$ cat src/rtl/divider_multi.sv
// Sequential restoring divider with per-request signed/unsigned mode,
// configurable quotient bits per cycle, divide-by-zero and signed-overflow
// flags, and a one-entry result cache for repeated requests.
//
// state | meaning
// IDLE  | waiting for start; also holds one-cycle special results (busy=1)
// ITER  | BITS_PER_CYCLE restoring shift-subtract steps per cycle on magnitudes
// FIX   | sign correction, load outputs, raise valid, drop busy
module divider_multi #(
   parameter int WIDTH          = 32,
   parameter int BITS_PER_CYCLE = 1,
   parameter int SIGNED_EN      = 1,
   parameter int CACHING        = 1,
   parameter bit INIT_VLD       = 1'b0
) (
   input  logic             clk,
   input  logic             rst,
   input  logic             start,
   input  logic             signed_op,
   input  logic [WIDTH-1:0] dividend,
   input  logic [WIDTH-1:0] divisor,
   output logic [WIDTH-1:0] quotient,
   output logic [WIDTH-1:0] remainder,
   output logic             zeroErr,
   output logic             overflow,
   output logic             busy,
   output logic             valid
);

   localparam int N     = WIDTH / BITS_PER_CYCLE;
   localparam int CNT_W = $clog2(N + 1);
   localparam logic [WIDTH-1:0] MIN_VAL = {1'b1, {(WIDTH-1){1'b0}}};

   typedef enum logic [1:0] {IDLE, ITER, FIX} state_t;

   state_t state, state_nxt;

   logic [CNT_W-1:0] cnt;
   logic [WIDTH-1:0] q_acc, rem_acc, dmag;
   logic [WIDTH-1:0] dd_q, ds_q;
   logic             sg_q, neg_q, neg_r, sel_zero, sel_ovf;

   logic             cache_vld, cache_sg, cache_z, cache_o;
   logic [WIDTH-1:0] cache_dd, cache_ds, cache_q, cache_r;

   logic             accept, sgn_in, is_zero_in, is_ovf_in, hit_in, special_in;
   logic             quick_done, fix_done, done;
   logic [WIDTH:0]   r_t;
   logic [WIDTH-1:0] q_t;
   logic [WIDTH-1:0] res_q, res_r;
   logic             res_z, res_o;

   assign accept     = start && !busy;
   assign sgn_in     = (SIGNED_EN != 0) && signed_op;
   assign is_zero_in = (divisor == '0);
   assign is_ovf_in  = sgn_in && (dividend == MIN_VAL) && (divisor == {WIDTH{1'b1}});
   assign hit_in     = (CACHING != 0) && cache_vld && (dividend == cache_dd) &&
                       (divisor == cache_ds) && (sgn_in == cache_sg);
   assign special_in = is_zero_in || is_ovf_in || hit_in;

   // Special cases never leave IDLE; busy alone marks their one pending cycle.
   assign quick_done = (state == IDLE) && busy;
   assign fix_done   = (state == FIX);
   assign done       = quick_done || fix_done;

   // State register.
   always_ff @(posedge clk or posedge rst) begin
      if (rst) state <= IDLE;
      else     state <= state_nxt;
   end

   // Next-state logic.
   always_comb begin
      state_nxt = state;
      case (state)
         IDLE:    if (accept && !special_in) state_nxt = ITER;
         ITER:    if (cnt == '0) state_nxt = FIX;
         FIX:     state_nxt = IDLE;
         default: state_nxt = IDLE;
      endcase
   end

   // BITS_PER_CYCLE restoring steps; r_t carries one extra bit for the shifted partial.
   always_comb begin
      r_t = {1'b0, rem_acc};
      q_t = q_acc;
      for (int i = 0; i < BITS_PER_CYCLE; i++) begin
         r_t = {r_t[WIDTH-1:0], q_t[WIDTH-1]};
         q_t = {q_t[WIDTH-2:0], 1'b0};
         if (r_t >= {1'b0, dmag}) begin
            r_t     = r_t - {1'b0, dmag};
            q_t[0]  = 1'b1;
         end
      end
   end

   // Completion result: sign-corrected iteration, zero/overflow constants, or cache.
   always_comb begin
      res_q = cache_q;
      res_r = cache_r;
      res_z = cache_z;
      res_o = cache_o;
      if (fix_done) begin
         res_q = neg_q ? -q_acc : q_acc;
         res_r = neg_r ? -rem_acc : rem_acc;
         res_z = 1'b0;
         res_o = 1'b0;
      end else if (sel_zero) begin
         res_q = {WIDTH{1'b1}};
         res_r = dd_q;
         res_z = 1'b1;
         res_o = 1'b0;
      end else if (sel_ovf) begin
         res_q = MIN_VAL;
         res_r = '0;
         res_z = 1'b0;
         res_o = 1'b1;
      end
   end

   // Operand capture and iteration datapath; the timer counts down to zero.
   always_ff @(posedge clk or posedge rst) begin
      if (rst) begin
         cnt      <= '0;
         q_acc    <= '0;
         rem_acc  <= '0;
         dmag     <= '0;
         dd_q     <= '0;
         ds_q     <= '0;
         sg_q     <= 1'b0;
         neg_q    <= 1'b0;
         neg_r    <= 1'b0;
         sel_zero <= 1'b0;
         sel_ovf  <= 1'b0;
      end else if (accept) begin
         cnt      <= CNT_W'(N - 1);
         q_acc    <= (sgn_in && dividend[WIDTH-1]) ? -dividend : dividend;
         rem_acc  <= '0;
         dmag     <= (sgn_in && divisor[WIDTH-1]) ? -divisor : divisor;
         dd_q     <= dividend;
         ds_q     <= divisor;
         sg_q     <= sgn_in;
         neg_q    <= sgn_in && (dividend[WIDTH-1] ^ divisor[WIDTH-1]);
         neg_r    <= sgn_in && dividend[WIDTH-1];
         sel_zero <= is_zero_in;
         sel_ovf  <= is_ovf_in;
      end else if (state == ITER) begin
         q_acc   <= q_t;
         rem_acc <= r_t[WIDTH-1:0];
         if (cnt != '0) cnt <= cnt - CNT_W'(1);
      end
   end

   // Result cache; refreshed on every completion and invalidated by reset.
   always_ff @(posedge clk or posedge rst) begin
      if (rst) begin
         cache_vld <= 1'b0;
         cache_sg  <= 1'b0;
         cache_dd  <= '0;
         cache_ds  <= '0;
         cache_q   <= '0;
         cache_r   <= '0;
         cache_z   <= 1'b0;
         cache_o   <= 1'b0;
      end else if (done) begin
         cache_vld <= 1'b1;
         cache_sg  <= sg_q;
         cache_dd  <= dd_q;
         cache_ds  <= ds_q;
         cache_q   <= res_q;
         cache_r   <= res_r;
         cache_z   <= res_z;
         cache_o   <= res_o;
      end
   end

   // Output registers: flags clear at accept, values change only on completion.
   always_ff @(posedge clk or posedge rst) begin
      if (rst) begin
         quotient  <= '0;
         remainder <= '0;
         zeroErr   <= 1'b0;
         overflow  <= 1'b0;
         busy      <= 1'b0;
         valid     <= INIT_VLD;
      end else if (accept) begin
         zeroErr  <= 1'b0;
         overflow <= 1'b0;
         busy     <= 1'b1;
         valid    <= 1'b0;
      end else if (done) begin
         quotient  <= res_q;
         remainder <= res_r;
         zeroErr   <= res_z;
         overflow  <= res_o;
         busy      <= 1'b0;
         valid     <= 1'b1;
      end
   end

endmodule
$ cat config.mk
export PLATFORM = sky130hd
export DESIGN_NAME = divider_multi
export DESIGN_NICKNAME = d
export VERILOG_FILES = /design/src/rtl/divider_multi.sv
export SDC_FILE = /design/constraint.sdc
export NUM_CORES = 1
export LEC_CHECK = 0
export CORE_UTILIZATION = 60
export CTS_CLUSTER_DIAMETER = 150
export DETAILED_ROUTE_END_ITERATION = 10
export GPL_ROUTABILITY_DRIVEN = 0
export GPL_TIMING_DRIVEN = 0
export PLACE_DENSITY = 0.93
export SLEW_MARGIN = 20
export SYNTH_ARGS = -nofsm -noshare
export SYNTH_HDL_FRONTEND = slang
export SYNTH_SLANG_ARGS = --single-unit
$ cat constraint.sdc
create_clock -name clk -period 22.2 [get_ports clk]
set_clock_uncertainty 0.2 [all_clocks]
set_input_delay 4.44 -clock clk [delete_from_list [all_inputs] [get_ports clk]]
set_output_delay 4.44 -clock clk [all_outputs]
set_load 0.1 [all_outputs]
Word level (Yosys, flattened, before mapping)
Index checks and enable logic that the tools add are counted.
{"block": "totals", "regBits": 373, "inputBits": 68, "out_inout_bits": 68}
{"block": "op_classes", "add_sub_neg": 6, "n_lt_le_gt_ge": 1, "eq_ne": 9, "muxes": 36, "n_bitwise": 2, "n_reduce_logical": 26}
{"op": "32-bit 2-to-1 mux", "n": 15}
{"op": "32-bit negator", "n": 4}
{"op": "32-bit equality test", "n": 2}
{"op": "32-bit equality test, second input constant", "n": 2}
{"op": "33-bit by 32-bit >= comparator with 1-bit output", "n": 1}
{"op": "32-bit logical NOT", "n": 1}
{"op": "32-bit subtractor", "n": 1}
{"op": "6-bit 2-to-1 mux", "n": 3}
{"op": "1-bit 2-to-1 mux", "n": 15}
{"op": "1-bit logical AND", "n": 11}
{"op": "6-bit logical NOT", "n": 1}
{"op": "2-bit AND reduction", "n": 3}
{"op": "2-bit nonzero test", "n": 3}
{"op": "6-bit nonzero test", "n": 1}
{"op": "6-bit by 1-bit subtractor with 6-bit output, second input constant", "n": 1}
{"op": "2-bit 2-to-1 mux", "n": 2}
{"op": "2-bit case mux with 2 select lines", "n": 1}
{"op": "1-bit logical OR", "n": 3}
{"op": "2-bit by 1-bit equality test with 1-bit output, second input constant", "n": 1}
{"op": "2-bit equality test, second input constant", "n": 1}
{"op": "1-bit logical NOT", "n": 2}
{"op": "2-bit logical NOT", "n": 1}
{"op": "2-bit by 1-bit inequality test with 1-bit output, second input constant", "n": 1}
{"op": "2-bit inequality test, second input constant", "n": 1}
{"op": "3 further kinds", "n": 3}

Depth between registers and ports, before layout
{"block": "depth", "word_depth": 9, "depth_mapped": 14, "mapped_depth_nobuf": 13}

Least setup slack after synthesis
OpenSTA, ideal clock, no wires.
{"block": "synth_path", "kind": "input to register", "start": "input port dividend[8]", "end": "register q_acc[30]", "setup_ps": 137, "arrival_ps": 6661, "required_time_ps": 21863, "slack_ps": 15202, "cell_stages": 10, "path_cell_list": "clkbuf_1 -> nor3_1 -> nand2_1 -> or3_1 -> nand2b_1 -> or4_1 -> or3_1 -> o41ai_2 -> xnor2_1 -> a21oi_1"}
{"block": "synth_via", "elab_chain_cells": 3}
{"item": "from (decl)", "line_no": "20", "rtl": "input logic [WIDTH-1:0] dividend,"}
{"item": "32-bit negator", "line_no": "137", "rtl": "q_acc <= (sgn_in && dividend[WIDTH-1]) ? -dividend : dividend;"}
{"item": "32-bit 2-to-1 mux", "line_no": "137"}
{"item": "32-bit 2-to-1 mux", "line_no": "135", "rtl": "end else if (accept) begin"}
{"item": "to (signal assigned)", "line_no": "137"}
{"item": "to (signal assigned)", "line_no": "148", "rtl": "q_acc <= q_t;"}
{"item": "to (decl)", "line_no": "39", "rtl": "logic [WIDTH-1:0] q_acc, rem_acc, dmag;"}
No other way between the ends.
A chain may end at the register's enable or synchronous reset.

Final worst setup path
{"block": "layout_path", "start": "input port dividend[1]", "end": "register q_acc[30]"}
Same word-level chain as after synthesis.

==> metrics.md <==
| Metric | Value |
|---|---|
| Levels on crit path | 11 |
| WP data required | 22.38 ns |
| CP Cell Sequence | clkdlybuf4s50_1 > inv_1 > ha_1 > nand4b_1 > or3_1 > nand2b_1 > or4_1 > or3_1 > o41ai_2 > xnor2_1 > a21oi_1 |
| Die height | 187.7 um |
| Synth Instances | approximately 2500 |
| PnR worst setup slack | 14.64 ns |
| Final Hold Vio Count | 0 |
| Placed insts | just over 3000 |
| Setup TNS | 0 ns |
| Synth warn | 0 |
| WHS Path Cells | 2 |
| Vias in the first global route | 19960 |
| Status | finished, final reports clean |
| Nets | about 2800 |
| Fin. max-slew vios | 0 |
| Via density | 6.582 |
| DR iter-0 viols | between 3000 and 4000 |
| Mapped Area | 20690 um^2 |
| Post-CTS setup buffers | 0 |
| DR DRC count | 0 |
| Pre-CTS WS | 14.25 ns |
| Reg clk slew, reported paths | 0.06 ns |
| Cell repeated most along the worst path | or3_1 |
| Post-synth top flop | dfrtp_1 |
| Final setup fails | 0 |
| Post-Route WL | 69640 um |
| FP Rows | 67 |
| CP max-delay cell | clkdlybuf4s50_1 |
| Crit Path Max Fanout | 4 |
| Power density over the cells | ~170 nW/um^2 |
| Reg2reg end | rem_acc[28] |
| Worst r2r src | rem_acc[13] |
| #FFs+latches synth | about 370 |
| Drt pass-1 iters | 9 |
| Sequential area share after synthesis | 44.99% |
| FMAX | 0.1322 GHz |
| Synth cell types | between 60 and 70 |
| Largest net degree at the start of global routing | 109 |
| Flop-to-flop setup slack | 17.98 ns |
| Syn_nets | 2641 |
| Antenna violations before repair | 5 |
| Endpoint, Worst Hold | cache_ds[13] |
| Final worst path period need | 7.563 ns |
| H-tree depth | 2 |
| Layout cells sized above 1 | 3.500% |
| Fillers | 2394 |
| Leakage | 0.01048 uW |
| GR Util met1 | 48.11% |
| CP bufs+invs | 2 |
| Die area | roughly 35000 um^2 |
| DP HPWL | 50720 um |
| Delay-heaviest family, CP | simple AND/OR/NAND/NOR gates |
| Final ANT Viol Nets | 0 |
| Routing usage on met2 | around three fifths |
| Syn avg cell area | 8.168 um^2 |
| Post-CTS Resized | 0 |
| GRT Util Overall | about two fifths |
| CP Capture Type | flip-flop |
| Worst skew pair latency | 0.54 ns |
| Clock tree buffer depth | 3 |
| Final Cycle Share | 34.07% |
| Crit Path Class | input port to flip-flop |
| Startpoint types | input port |
| Worst Hold Class | flip-flop to flip-flop |
| Fin cells | between 3000 and 4000 |
| RSZ-0062 raised after global routing | false |
| Worst hold start | ds_q[13] |
| Total core area | 33700 um^2 |
| # port buffers | 113 |
| Worst slew pin tran | 1.141 ns |
| GR Util met3 | 12.60% |
| Layer with the highest usage | met2 |
| Arrival time worst endpoint | 7.74 ns |
| Vias | roughly 21000 |
| Initial Util | 61.39% |
| Post-DR wirelength/cell | 22.00 um |
| CP max stage delay | about 0.53 ns |
| I/O Pins | ~140 |
| First-pass GRT wire length | 108800 um |
| Root Buffer | clkbuf_16 |
| # hold bufs at CTS | 0 |
| Max-Cap Viols | 0 |
| Peak VDD IR | 0.0001231 V |
| DIE WIDTH | 187.7 um |
| Synthesis-to-layout area growth | 15.05% |
| Clock Sinks | 372 |
| Async set-reset flop share out of synthesis | between 90% and 100% |
| Number of synthesized flops with an enable pin | 0 |
| Global route overflow | 0 |
| TritonCTS Buffers | 39 |
| CTS tree | yes |
| Slew headroom | 22.84% |
| Reg2reg path depth | 13 |
==> synthesized netlist by cell type, types with 7 or more instances <==
master | count | area [um^2]
nor4_1 | 20 | 125.1
or3_1 | 19 | 118.9
dfrtp_1 | 372 | 9309
o21ai_0 | 262 | 1311
clkbuf_1 | 160 | 600.6
buf_1 | 9 | 33.78
mux2i_1 | 8 | 80.08
nand2_1 | 706 | 2650
a211oi_1 | 12 | 90.09
nor2b_1 | 9 | 56.30
and3_1 | 13 | 81.33
a21o_1 | 16 | 120.1
xnor2_1 | 132 | 1156
o211ai_1 | 8 | 60.06
o22ai_1 | 10 | 62.56
a31oi_1 | 48 | 300.3
ha_1 | 39 | 488.0
o31ai_1 | 35 | 262.8
nand2b_1 | 10 | 62.56
o311ai_0 | 26 | 227.7
nor2_1 | 131 | 491.7
mux2_2 | 11 | 123.9
inv_1 | 111 | 416.7
or2_2 | 7 | 43.79
nand4_1 | 23 | 143.9
o41ai_1 | 8 | 70.07
a21oi_1 | 121 | 605.6
nor3_1 | 24 | 120.1
nand3_1 | 29 | 145.1
or4_1 | 10 | 75.07
a311oi_1 | 13 | 113.9
xor2_1 | 55 | 481.7
==> routing by layer <==
layer / part of all wire [%] / up-vias
li1: - / 8904
met1: 34 / 9636
met2: 43 / 1797
met3: 15 / 492
met4: 8.8 / 2
met5: 0.016 / -
==> final cells by class <==
type	instances	area [um^2]	share of cell area (%)
Tap cell	448	560.5	2.355
Clock inverter	12	226.5	0.9514
Antenna cell	3	7.507	0.03154
Buffer	174	659.4	2.770
Clock buffer	53	1099	4.615
Sequential cell	372	9309	39.11
Multi-Input combinational cell	1876	10300	43.29
Inverter	111	424.2	1.782
Timing Repair Buffer	116	1214	5.099
==> through the flow <==
| step | power [uW] | area (um^2) | hold slack [ns] | util (%) |
|---|---|---|---|---|
| finish | 4078 | 23800 | 0.2659 | 70.64 |
| global route | 4266 | 23800 | 0.2751 | 70.64 |
| CTS | 3973 | 23800 | 0.2653 | 70.61 |
| detailed placement | 3267 | 22470 | 0.2517 | 66.68 |
| global placement | 3164 | 22380 | 0.2470 | 66.41 |
| floorplan | 2663 | 20690 | 0.2275 | - |
==> worst max path at each step <==
stage / from / slack, ns / endpoint
floorplan: rst / 7.23 / busy
global placement: rst / 3.65 / dmag[9]
detailed placement: dividend[1] / 14.25 / q_acc[30]
CTS: dividend[1] / 14.73 / q_acc[30]
global route: dividend[1] / 14.53 / q_acc[30]
finish: dividend[1] / 14.64 / q_acc[30]
==> cells by family (layout without fill, tap and decap cells) <==
logic type	count (synthesis)	after routing	synth area share (%)
AND/OR/NAND/NOR	1026	1026	20.91
AO/OA/AOI/OAI	604	604	17.54
flip-flops	372	372	44.99
buffers and inverters	285	466	5.201
XOR/XNOR	187	187	7.916
adder cells (fa/ha/maj)	40	40	2.455
multiplexers	19	19	0.9857
other	0	3	0
==> sequential cells by signal, summed over array words and instances, names as in the netlist, 2 cells and up <==
| signal | flops |
|---|---|
| cnt | 6 |
| cache_q | 32 |
| cache_dd | 32 |
| dd_q | 32 |
| quotient | 32 |
| q_acc | 32 |
| state | 2 |
| remainder | 32 |
| dmag | 32 |
| cache_r | 32 |
| rem_acc | 32 |
| ds_q | 31 |
| cache_ds | 32 |
==> where the power goes <==
| group | internal (uW) | leakage [uW] | switching, uW | total (uW) |
|---|---|---|---|---|
| clock | 416 | 0.000641 | 280 | 696 |
| sequential | 969 | 0.00476 | 334 | 1300 |
| combinational | 686 | 0.00507 | 1390 | 2080 |
| total | 2070 | 0.0105 | 2010 | 4080 |
==> cells in the final DEF (no fill, tap or decap), types with 12 or more instances in the layout <==
cell             netlist  layout
a211oi_1              12      12
a21o_1                16      16
a21oi_1              121     121
a311oi_1              13      13
a31oi_1               48      48
and3_1                13      13
clkbuf_1             160     167
clkbuf_16              0      39
clkdlybuf4s50_1        0     113
dfrtp_1              372     372
ha_1                  39      39
inv_1                111     110
nand2_1              706     706
nand3_1               29      29
nand4_1               23      23
nor2_1               131     131
nor3_1                24      24
nor4_1                20      20
o21ai_0              262     262
o311ai_0              26      26
o31ai_1               35      35
or3_1                 19      19
xnor2_1              132     132
xor2_1                55      55
==> worst reg2reg max path: cells and delay by family (launching register included) <==
| kind | cells | cell delay [ns] |
|---|---|---|
| AOI/OAI and AO/OA | 7 | 1.99 |
| adders and majority gates | 1 | 0.33 |
| buffers and inverters | 3 | 0.86 |
| DFF | 1 | 0.49 |
| and+or+nand+nor | 2 | 0.28 |
Power figures use the tool's default switching activity.
